===== config.mk =====
export PLATFORM = sky130hd
export DESIGN_NAME = multicycle_alu
export DESIGN_NICKNAME = d
export VERILOG_FILES = /design/src/rtl/multicycle_alu.sv
export SDC_FILE = /design/constraint.sdc
export NUM_CORES = 1
export LEC_CHECK = 0
export CAP_MARGIN = 40
export CORE_MARGIN = 10
export CORE_UTILIZATION = 50
export DETAILED_ROUTE_END_ITERATION = 6
export PLACE_DENSITY_LB_ADDON = 0.3
export REMOVE_ABC_BUFFERS = 1
export SYNTH_ARGS = -nofsm -noshare
export SYNTH_HDL_FRONTEND = slang
export SYNTH_SLANG_ARGS = --single-unit

===== constraint.sdc =====
create_clock -name clk -period 8.5 [get_ports clk]
set_input_delay 1.7 -clock clk [delete_from_list [all_inputs] [get_ports clk]]
set_output_delay 1.7 -clock clk [all_outputs]
set_load 0.02 [all_outputs]

===== src/rtl/multicycle_alu.sv =====
// Multicycle ALU: single-cycle logic/arithmetic ops, plus SLL/SRL that take one cycle
// per bit of shift. Handshake is start/busy/done, with registered result and flags.
module multicycle_alu #(
    parameter int WIDTH = 32
) (
    input  logic             clk,
    input  logic             rst_n,
    input  logic             start,
    input  logic [3:0]       ALUCtl,
    input  logic [WIDTH-1:0] a,
    input  logic [WIDTH-1:0] b,
    input  logic [4:0]       shamt,
    output logic             busy,
    output logic             done,
    output logic [WIDTH-1:0] result,
    output logic             zero,
    output logic             overflow,
    output logic             illegal
);

    localparam logic [3:0] OP_AND  = 4'b0000;
    localparam logic [3:0] OP_OR   = 4'b0001;
    localparam logic [3:0] OP_ADD  = 4'b0010;
    localparam logic [3:0] OP_ADDU = 4'b0011;
    localparam logic [3:0] OP_SLL  = 4'b0100;
    localparam logic [3:0] OP_SRL  = 4'b0101;
    localparam logic [3:0] OP_SUB  = 4'b0110;
    localparam logic [3:0] OP_SLT  = 4'b0111;
    localparam logic [3:0] OP_SUBU = 4'b1000;
    localparam logic [3:0] OP_SLTU = 4'b1001;
    localparam logic [3:0] OP_NOR  = 4'b1100;

    typedef enum logic [1:0] {IDLE, EXEC, SHIFT} state_t;

    state_t           state_q, state_d;
    logic [3:0]       op_q, op_d;
    logic [WIDTH-1:0] a_q, a_d, b_q, b_d, sh_q, sh_d;
    logic [4:0]       cnt_q, cnt_d;
    logic [WIDTH-1:0] result_q, result_d;
    logic             zero_q, zero_d, ovf_q, ovf_d, ill_q, ill_d, done_q, done_d;

    logic [WIDTH-1:0] sum, diff, exec_res, sh_next;
    logic             exec_ovf, exec_ill;

    assign sum     = a_q + b_q;
    assign diff    = a_q - b_q;
    assign sh_next = (op_q == OP_SLL) ? (sh_q << 1) : (sh_q >> 1);

    // Single-cycle datapath, evaluated on the latched operands while in EXEC.
    always_comb begin
        // NOTE: every always_comb output gets a default first, so no path can infer a latch.
        exec_res = '0;
        exec_ovf = 1'b0;
        exec_ill = 1'b0;
        case (op_q)
            OP_AND:  exec_res = a_q & b_q;
            OP_OR:   exec_res = a_q | b_q;
            OP_NOR:  exec_res = ~(a_q | b_q);
            OP_ADDU: exec_res = sum;
            OP_SUBU: exec_res = diff;
            OP_ADD: begin
                exec_res = sum;
                exec_ovf = (a_q[WIDTH-1] == b_q[WIDTH-1]) && (sum[WIDTH-1] != a_q[WIDTH-1]);
            end
            OP_SUB: begin
                exec_res = diff;
                exec_ovf = (a_q[WIDTH-1] != b_q[WIDTH-1]) && (diff[WIDTH-1] != a_q[WIDTH-1]);
            end
            OP_SLT:  exec_res = {{(WIDTH-1){1'b0}}, ($signed(a_q) < $signed(b_q))};
            OP_SLTU: exec_res = {{(WIDTH-1){1'b0}}, (a_q < b_q)};
            OP_SLL, OP_SRL: exec_res = b_q;   // only reached with shamt == 0
            default: exec_ill = 1'b1;
        endcase
    end

    always_comb begin
        state_d  = state_q;
        op_d     = op_q;
        a_d      = a_q;
        b_d      = b_q;
        sh_d     = sh_q;
        cnt_d    = cnt_q;
        result_d = result_q;
        zero_d   = zero_q;
        ovf_d    = ovf_q;
        ill_d    = ill_q;
        done_d   = 1'b0;
        case (state_q)
            IDLE: if (start) begin
                op_d  = ALUCtl;
                a_d   = a;
                b_d   = b;
                sh_d  = b;
                cnt_d = shamt;
                state_d = ((ALUCtl == OP_SLL || ALUCtl == OP_SRL) && shamt != 5'd0) ? SHIFT : EXEC;
            end
            EXEC: begin
                result_d = exec_res;
                zero_d   = (exec_res == '0);
                ovf_d    = exec_ovf;
                ill_d    = exec_ill;
                done_d   = 1'b1;
                state_d  = IDLE;
            end
            SHIFT: begin
                sh_d  = sh_next;
                cnt_d = cnt_q - 5'd1;
                if (cnt_q == 5'd1) begin
                    result_d = sh_next;
                    zero_d   = (sh_next == '0);
                    ovf_d    = 1'b0;
                    ill_d    = 1'b0;
                    done_d   = 1'b1;
                    state_d  = IDLE;
                end
            end
            default: state_d = IDLE;
        endcase
    end

    // NOTE: the operand latches are reset along with the control state, so a restart after reset is fully deterministic.
    always_ff @(posedge clk or negedge rst_n) begin
        if (!rst_n) begin
            state_q  <= IDLE;
            op_q     <= '0;
            a_q      <= '0;
            b_q      <= '0;
            sh_q     <= '0;
            cnt_q    <= '0;
            result_q <= '0;
            zero_q   <= 1'b1;
            ovf_q    <= 1'b0;
            ill_q    <= 1'b0;
            done_q   <= 1'b0;
        end else begin
            // NOTE: non-blocking assignments only here, so every flop samples pre-edge values.
            state_q  <= state_d;
            op_q     <= op_d;
            a_q      <= a_d;
            b_q      <= b_d;
            sh_q     <= sh_d;
            cnt_q    <= cnt_d;
            result_q <= result_d;
            zero_q   <= zero_d;
            ovf_q    <= ovf_d;
            ill_q    <= ill_d;
            done_q   <= done_d;
        end
    end

    assign busy     = (state_q != IDLE);
    assign done     = done_q;
    assign result   = result_q;
    assign zero     = zero_q;
    assign overflow = ovf_q;
    assign illegal  = ill_q;

endmodule

After elaboration in Yosys (flattened, before gate mapping)
Index checks and enable logic that the tools add are counted.

word-level totals
  register bits after elaboration = 143
  output and inout port bits = 37
  input bits = 76
  word-level logic and storage cells = 81

operators by class
  multiplexer cells = 21
  reduce and logical (&&, ||, !) cells = 20
  $lt $le $gt $ge = 2
  bitwise operators = 3
  $add $sub $neg = 3
  equality and inequality tests = 21

operator list
  cell                 count
  $pmux 32 s8          1
  $pmux 32 s2          2
  $mux 32              3
  $logic_not 32->1     2
  $lt 32x32->1         2
  $add 32x32->32       1
  $and 32x32->32       1
  $not 32->32          1
  $or 32x32->32        1
  $sub 32x32->32       1
  $eq 4x3->1 const B   6
  $eq 4x4->1 const B   3
  $reduce_or 11->1     1
  $pmux 1 s2           5
  $pmux 5 s2           1
  $eq 4x2->1 const B   2
  $reduce_and 2->1     4
  $mux 2               3
  $reduce_bool 2->1    3
  $reduce_or 2->1      3
  $eq 5x1->1 const B   1
  $mux 5               1
  $reduce_bool 5->1    1
  $sub 5x1->5 const B  1
  12 further kinds     20

Longest topological paths before layout
Gate-level depths: netlist of run 1.

  depth in word-level cells = 6
  mapped depth = 14
  gate-level depth less buffers = 14

Worst setup path before layout of run 1
OpenSTA, ideal clock, no wires.

  kind = reg2reg
  start point = register b_q[0]
  end point = register zero_q, in the netlist zero
  period minus slack after synthesis = 4.552 ns
  stages on the path, launching flop included = 15
  path slack = 3.948 ns
  data arrival time = 4.466 ns
  data required time = 8.414 ns
  cell sequence = dfrtp_1 -> ha_1 -> inv_1 -> fa_1 -> xor2_1 -> o21ai_0 -> a221oi_2 -> or3b_1 -> or4_1 -> or4_1 -> or4_1 -> or4_1 -> or4_1 -> or4_1 -> o31ai_2

between the ends
  word-level cells in the longest chain between the ends = 5

RTL lines
  what                                                                    RTL line  source
  start, declared                                                         37        logic [WIDTH-1:0] a_q, a_d, b_q, b_d, sh_q, sh_d;
  start signal, assigned                                                  127       b_q <= '0;
  start signal, assigned                                                  140       b_q <= b_d;
  parallel branches: the longest is 2 deep, another holds $sub 32x32->32  -
  $pmux 32 s8 (*)                                                         55        case (op_q)
  $logic_not 32->1 (*)                                                    99        zero_d = (exec_res == '0);
  $pmux 1 s2 (*)                                                          88        case (state_q)
  end signal, assigned                                                    144       zero_q <= zero_d;
  end, declared                                                           40        logic zero_q, zero_d, ovf_q, ovf_d, ill_q, ill_d, done_q, done_d;

Mark *: on every way between the ends.
A chain may end at the register's enable or synchronous reset.

Worst setup path in the final report of run 1
  start point = register op_q[2]
  end point = register zero_q, in the netlist zero

between the ends
  word-level cells in the longest chain between the ends = 5

RTL lines
  what                                             RTL line  source
  start, declared                                  36        logic [3:0] op_q, op_d;
  start signal, assigned                           138       op_q <= op_d;
  $eq 4x3->1 (tied with other cells)               47, 55
  $reduce_or 2->1 (tied with other cells)          55
  $pmux 32 s8 or $logic_not 32->1 (tied branches)  55, 110
  $logic_not 32->1 or $mux 1 (tied branches)       99, 108
  $pmux 1 s2 (*)                                   88

Mark *: on every way between the ends. The rest lies on a longest branch, timed or not. The select of a mux whose other input is x is not followed.

==> results of run 1 <==
-- cell usage in the layout (no fill, tap or decap), types with 24 or more instances in the layout --
cell,netlist,final
mux2_2,69,69
inv_1,104,104
dfrtp_1,142,142
nand3_1,53,53
nor4_1,25,24
nor2_1,126,126
a21oi_1,125,125
clkdlybuf4s50_1,0,111
nand2_1,193,192
ha_1,104,103
o21ai_0,176,175
-- worst max-delay path by stage --
stage	startpoint	end	slack, ps
detailed placement	op_q[2]	zero	3070
floorplan	start	cnt_q[1]	1470
global route	op_q[2]	zero	2860
CTS	op_q[2]	zero	3060
global placement	op_q[2]	zero	3200
finish	op_q[2]	zero	2970
-- cell usage after synthesis (8+ instances only) --
cell type	instances	area, sq um
nor4_1	25	156
o21bai_1	12	90.1
a211oi_1	15	113
a221oi_1	12	105
dfrtp_1	142	3550
xnor2_1	9	78.8
a21o_1	16	120
o22ai_1	8	50.1
nand2_1	193	724
clkbuf_1	82	308
nand2b_1	11	68.8
o21a_1	14	105
a22oi_1	10	75.1
mux2_2	69	777
a31oi_1	9	56.3
a221o_1	10	100
ha_1	104	1300
or4_1	9	67.6
o21ai_0	176	881
nor3_1	23	115
nor2b_1	18	113
a21oi_1	125	626
o31ai_1	14	105
nor2_1	126	473
o211ai_1	16	120
buf_1	13	48.8
nand4_1	16	100
o221ai_1	10	87.6
inv_1	104	390
nand3_1	53	265
-- stage by stage --
stage | setup slack, ps | util (%)
after floorplan | 1470 | -
after global placement | 3200 | 56.5
after detailed placement | 3070 | 56.8
after CTS | 3060 | 59.2
after global routing | 2860 | 59.2
final | 2970 | 59.2
-- power groups by stage --
stage	combinational (uW)	clock, uW	sequential (uW)
floorplan	2360	0	1270
global placement	3690	0	1230
detailed placement	3700	0	1250
CTS	3720	791	1240
global route	4110	815	1280
finish	3810	784	1250
-- cells by family after synthesis --
kind of cell,count (synthesis),synth area share (%)
AO/OA/AOI/OAI,520,26.8
XOR/XNOR,13,0.919
adder cells (fa/ha/maj),106,10.8
buffers and inverters,206,6.30
flip-flops,143,28.9
multiplexers,71,6.43
AND/OR/NAND/NOR,523,19.9
-- state kept, by name, summed over array words and instances (netlist names), 2 cells and up --
name / flops
cnt_q: 5
result: 32
op_q: 4
state_q: 2
sh_q: 32
b_q: 32
a_q: 32
-- routing by layer --
layer	wire (um)	part of all wire (%)
met5	0	0
met4	2120	4.5
met3	4430	9.5
met2	21100	45
met1	19100	41
-- worst max-delay path: stages (launching register included) --
cell      delay [ps]
dfrtp_1          880
nor3b_1          310
o21ba_4          440
a221oi_2         350
or3b_1           390
or4_1            420
or4_1            450
or4_1            440
or4_1            500
or4_1            550
or4_1            510
o31ai_2          180
-- final cells by class --
class / instances / area share [%]
Inverter: 105 / 2.74
Clock inverter: 15 / 1.18
Timing Repair Buffer: 133 / 9.19
Clock buffer: 17 / 2.95
Tap cell: 324 / 2.81
Antenna cell: 2 / 0.0347
Sequential cell: 143 / 24.9
Multi-Input combinational cell: 1233 / 56.2
==> results.py, run 1 <==
metrics = {
    "outcome": {
        "outcome": "finished, final reports clean",
    },
    "critical_path": {
        "critPathLaunchType": "flip-flop",
        "endpoint_kind": "flip-flop",
        "worstPathMaxFanout": 32,
        "cp.arrival_ps": 5890,
        "ff2ff_path_depth": 11,
        "r2r_setup_slack_ps": 2970,
        "crit_type": "reg -> reg",
        "r2r_start": "op_q[2]",
        "r2r-end": "zero",
        "critical_path_required_ps": 8860,
    },
    "grt": {
        "met3_usage_pct": 6.37,
        "grt_pass1_vias": 12500,
        "grtUsageTotal_pct": 29.1,
        "grt_overflow": 0,
        "grt_pass1_wl_um": 72000,
        "gr-usage-met1_pct": 36.6,
        "busiest_layer": "met2",
        "grt_max_degree": 69,
        "antenna_found_initial": 2,
        "grt_util_met2_pct": 47.1,
    },
    "synth": {
        "synth_edf_count": 0,
        "syn_avg_cell_area_sq_um": 7.83,
        "synth-main-ff-cell": "dfrtp_1",
        "yosys_warnings": 0,
        "synth_seq_cells": 143,
        "ys_async_sr_fraction_pct": 100,
        "netlist_area_sq_um": 12400,
        "ys_seq_area_share_pct": 28.9,
        "synth_cells": 1582,
        "synth.distinct_cells": 80,
    },
    "timing": {
        "worst_pin_slew_ps": 947,
        "whs_ps": 476,
        "max_slew_margin_pct": 35.2,
        "skew_ps": 18.4,
        "fmaxAchievable_ghz": 0.181,
        "rsz0062_at_grt": "false",
        "slew_violations": 0,
        "timing.final.crit_share_pct": 65.0,
        "setup_violations": 0,
        "final-hold-violation-count": 0,
        "period_needed_ps": 5530,
        "fin_setup_tns_ps": 0,
    },
    "die": {
        "core-area_sq_um": 24300,
        "die_w_um": 177,
        "dieArea_sq_um": 31500,
        "start_util_pct": 50.9,
        "num_rows": 57,
        "ios": 113,
        "fp.dieH_um": 177,
    },
    "power": {
        "p_int_uw": 2720,
        "p_sw_uw": 3130,
        "total_power_uw": 5840,
        "pwr-share-seq_pct": 21.3,
        "p_comb_share_pct": 65.2,
        "ir_worst_vdd_uv": 183,
        "p_sw_share_pct": 53.5,
        "p_leak_uw": 0.00610,
        "clock_power_share_pct": 13.4,
        "powerDensity_nw_per_um2": 406,
    },
    "layout": {
        "drive_gt1_share_pct": 9.23,
        "layout.cells.non_filler": 1972,
        "area_delta_synth_final_pct": 16.3,
        "fillers": 2229,
        "seq_area_sq_um": 3580,
        "design_area_sq_um": 14400,
        "final_nets": 1815,
        "multi_input_area_sq_um": 8100,
    },
    "route": {
        "via_per_inst": 6.47,
        "drt_iter0_markers": 1593,
        "drt-total-wl_um": 46800,
        "vias": 12800,
        "drc": 0,
        "dr.pass1.iters": 6,
        "wl_per_cell_um": 23.7,
        "ant_nets": 0,
    },
    "placement": {
        "dpl.hpwl_um": 34700,
        "routabilityCongestion": 1.04,
        "placed_cells": 1938,
        "placed_cell_area_sq_um": 13800,
        "numPortBuffers": 112,
    },
    "clocking": {
        "root_buffer": "clkbuf_16",
        "clk_path_buf_depth": 2,
        "ctsResizeCount": 0,
        "clkTransAtPathRegs_ps": 70,
        "clkSinkCount": 143,
        "holdBufCountCts": 0,
        "cts_buffers": 17,
        "cts_setup_buffers": 0,
        "htree_levels": 4,
        "insertion_delay_ps": 450,
        "cts_tree": "done",
    },
    "min_path": {
        "holdPathEnd": "result[20]",
        "hp-class": "reg -> reg",
        "holdPathStages": 2,
        "hold_start": "result[20]",
    },
    "run": {
        "cap_viol_max_count": 0,
    },
}
Power figures use the tool's default switching activity.
==> run 2: changes to the inputs <==
==> constraint.sdc (replaced) <==
create_clock -name clk -period 4.6 [get_ports clk]
set_input_delay 0.92 -clock clk [delete_from_list [all_inputs] [get_ports clk]]
set_output_delay 0.92 -clock clk [all_outputs]
set_load 0.02 [all_outputs]
==> run 2 against run 1 <==
Compared with the run above: the run now ends with DRC, setup timing left; sequential share of layout area decreased by 1.4 points; worst setup slack got worse by 3200 ps; critical path depth rose by 3; fmax rose by 14%; first-iteration DRC count shrank 18%; final cell count grew 5.7%; via count increased by 2.8%; wire length is 1.1% higher; die area unchanged.
==> results.py, run 2 (synthesis gave the netlist of run 1 again) <==
metrics = {
    "timing": {
        "timing.final.crit_share_pct": 105,
        "max_slew_margin_pct": 40.4,
        "setup_violations": 1,
        "whs_ps": 471,
        "worst_slack_ps": -234,
        "final-hold-violation-count": 0,
        "worst_pin_slew_ps": 894,
        "slew_violations": 0,
        "period_needed_ps": 4830,
        "fmaxAchievable_ghz": 0.207,
        "skew_ps": 21.5,
        "rsz0062_at_grt": "true",
    },
    "run": {
        "cap_viol_max_count": 0,
    },
    "route": {
        "vias": 13100,
        "drc": 2,
        "wl_per_cell_um": 22.7,
        "drt_iter0_markers": 1311,
        "via_per_inst": 6.29,
        "dr.pass1.iters": 7,
        "ant_nets": 0,
        "drt-total-wl_um": 47300,
    },
    "placement": {
        "placed_cells": 2051,
        "dp_slack_ps": -331,
        "dpl.hpwl_um": 35400,
        "routabilityCongestion": 1.03,
        "numPortBuffers": 112,
    },
    "die": {
        "core-area_sq_um": 24300,
        "die_w_um": 177,
        "fp.dieH_um": 177,
        "start_util_pct": 50.9,
        "dieArea_sq_um": 31500,
        "ios": 113,
        "num_rows": 57,
    },
    "layout": {
        "final_cell_mix": "192 x nand2_1, 174 x o21ai_0, 142 x dfrtp_1",
        "layout_commonest_cell": "nand2_1",
        "area_delta_synth_final_pct": 23.5,
        "drive_gt1_share_pct": 15.8,
        "layout.cells.non_filler": 2085,
        "num_antenna_cells": 0,
        "final_nets": 1930,
    },
    "outcome": {
        "failed_checks": "DRC, setup timing",
        "outcome": "finished, violations left",
    },
    "critical_path": {
        "cp.arrival_ps": 5190,
        "cpMostUsedCell": "or4_4",
        "cp_slowest_stage_delay_ps": 510,
        "worstPathMaxFanout": 3,
        "critPathLaunchType": "flip-flop",
        "crit_slowest_cell": "or4_4",
        "endpoint_kind": "flip-flop",
        "crit_type": "reg -> reg",
        "critical_path_required_ps": 4960,
        "crit_chain": "ha_2 -> inv_2 -> fa_2 -> xor2_1 -> o21ai_1 -> a221oi_2 -> or3b_1 -> or4_1 -> or4_4 -> or4_4 -> or4_4 -> or4_4 -> or4_4 -> o31ai_4",
    },
    "grt": {
        "antenna_found_initial": 1,
        "grt_pass1_vias": 13000,
        "grt_max_degree": 83,
        "grt_pass1_wl_um": 74100,
        "grtUsageTotal_pct": 29.7,
        "grt_overflow": 0,
    },
    "power": {
        "powerDensity_nw_per_um2": 764,
        "p_leak_uw": 0.00667,
        "ir_worst_vdd_uv": 339,
    },
    "clocking": {
        "cts_buffers": 17,
        "clkTransAtPathRegs_ps": 70,
        "clk_path_buf_depth": 2,
        "clkSinkCount": 143,
        "insertion_delay_ps": 440,
        "htree_levels": 4,
        "root_buffer": "clkbuf_16",
        "cts_tree": "done",
    },
    "min_path": {
        "hp-class": "reg -> reg",
    },
}
==> run 2: area by class of cell <==
class	count	area, sq um
Clock inverter	14	203
Clock buffer	18	439
Timing Repair Buffer	248	2140
Tap cell	324	405
Inverter	105	394
Fill cell	2153	9020
Sequential cell	143	3580
Multi-Input combinational cell	1233	8130
==> run 2: path summary, 6_finish.rpt <==
check / startpoint / to / slack, ps / depth (start not counted)
worst min-delay path: result[20] / result[20] / 470 / 2
worst min register to register: result[20] / result[20] / 470 / 2
max in group asynchronous: rst_n / b_q[24] / 3050 / 2
worst max register to register: b_q[0] / zero / -230 / 14
worst max-delay path: b_q[0] / zero / -230 / 14
min in group asynchronous: rst_n / b_q[13] / 540 / 1
==> run 2: per-layer routing <==
metal,vias to the layer above,track usage [%],wire length (um)
met3,123,4.87,3820
met5,-,0,13
met1,6329,39.7,20400
met4,2,11.1,1700
met2,625,47.4,21400
li1,6046,-,-
==> run 2: worst max-delay path, delay by kind of cell (launching register included) <==
kind            cells  cell delay [ps]
compound gates      3              460
xor+xnor            1              160
fa+ha+maj           2              550
buf+inv             1               40
flops               1              390
simple gates        7             3150
==> run 2: stage by stage <==
| stage | total power [uW] | TNS [ps] | cell area, sq um | utilization [%] |
|---|---|---|---|---|
| global placement | 9770 | -179 | 14600 | 60.0 |
| finish | 11700 | -234 | 15300 | 62.9 |
| detailed placement | 9840 | -331 | 14600 | 60.0 |
| global route | 12400 | -365 | 15300 | 62.9 |
| floorplan | 6700 | -57670 | 12000 | - |
| CTS | 11500 | -244 | 15300 | 62.8 |
==> run 2: where the power goes <==
part / switching [uW] / internal, uW
clock: 648 / 935
combinational: 4690 / 3170
sequential: 488 / 1750
total: 5830 / 5850
==> run 2: what timing repair did <==
item,in CTS,in global routing
hold buffers,0,0
endpoints found under the setup margin,1,2
hold endpoints to repair,0,0
setup buffers,2,0
gates resized for setup,8,6
pin swaps,2,3
==> run 3: changes to the inputs <==
--- a/config.mk
+++ b/config.mk
@@ -5,7 +5,6 @@
 export SDC_FILE = /design/constraint.sdc
 export NUM_CORES = 1
 export LEC_CHECK = 0
-export CAP_MARGIN = 40
 export CORE_MARGIN = 10
 export CORE_UTILIZATION = 50
 export DETAILED_ROUTE_END_ITERATION = 6
==> results of run 3 <==
No change in the layout: final DEF, timing and power equal those of run 2.
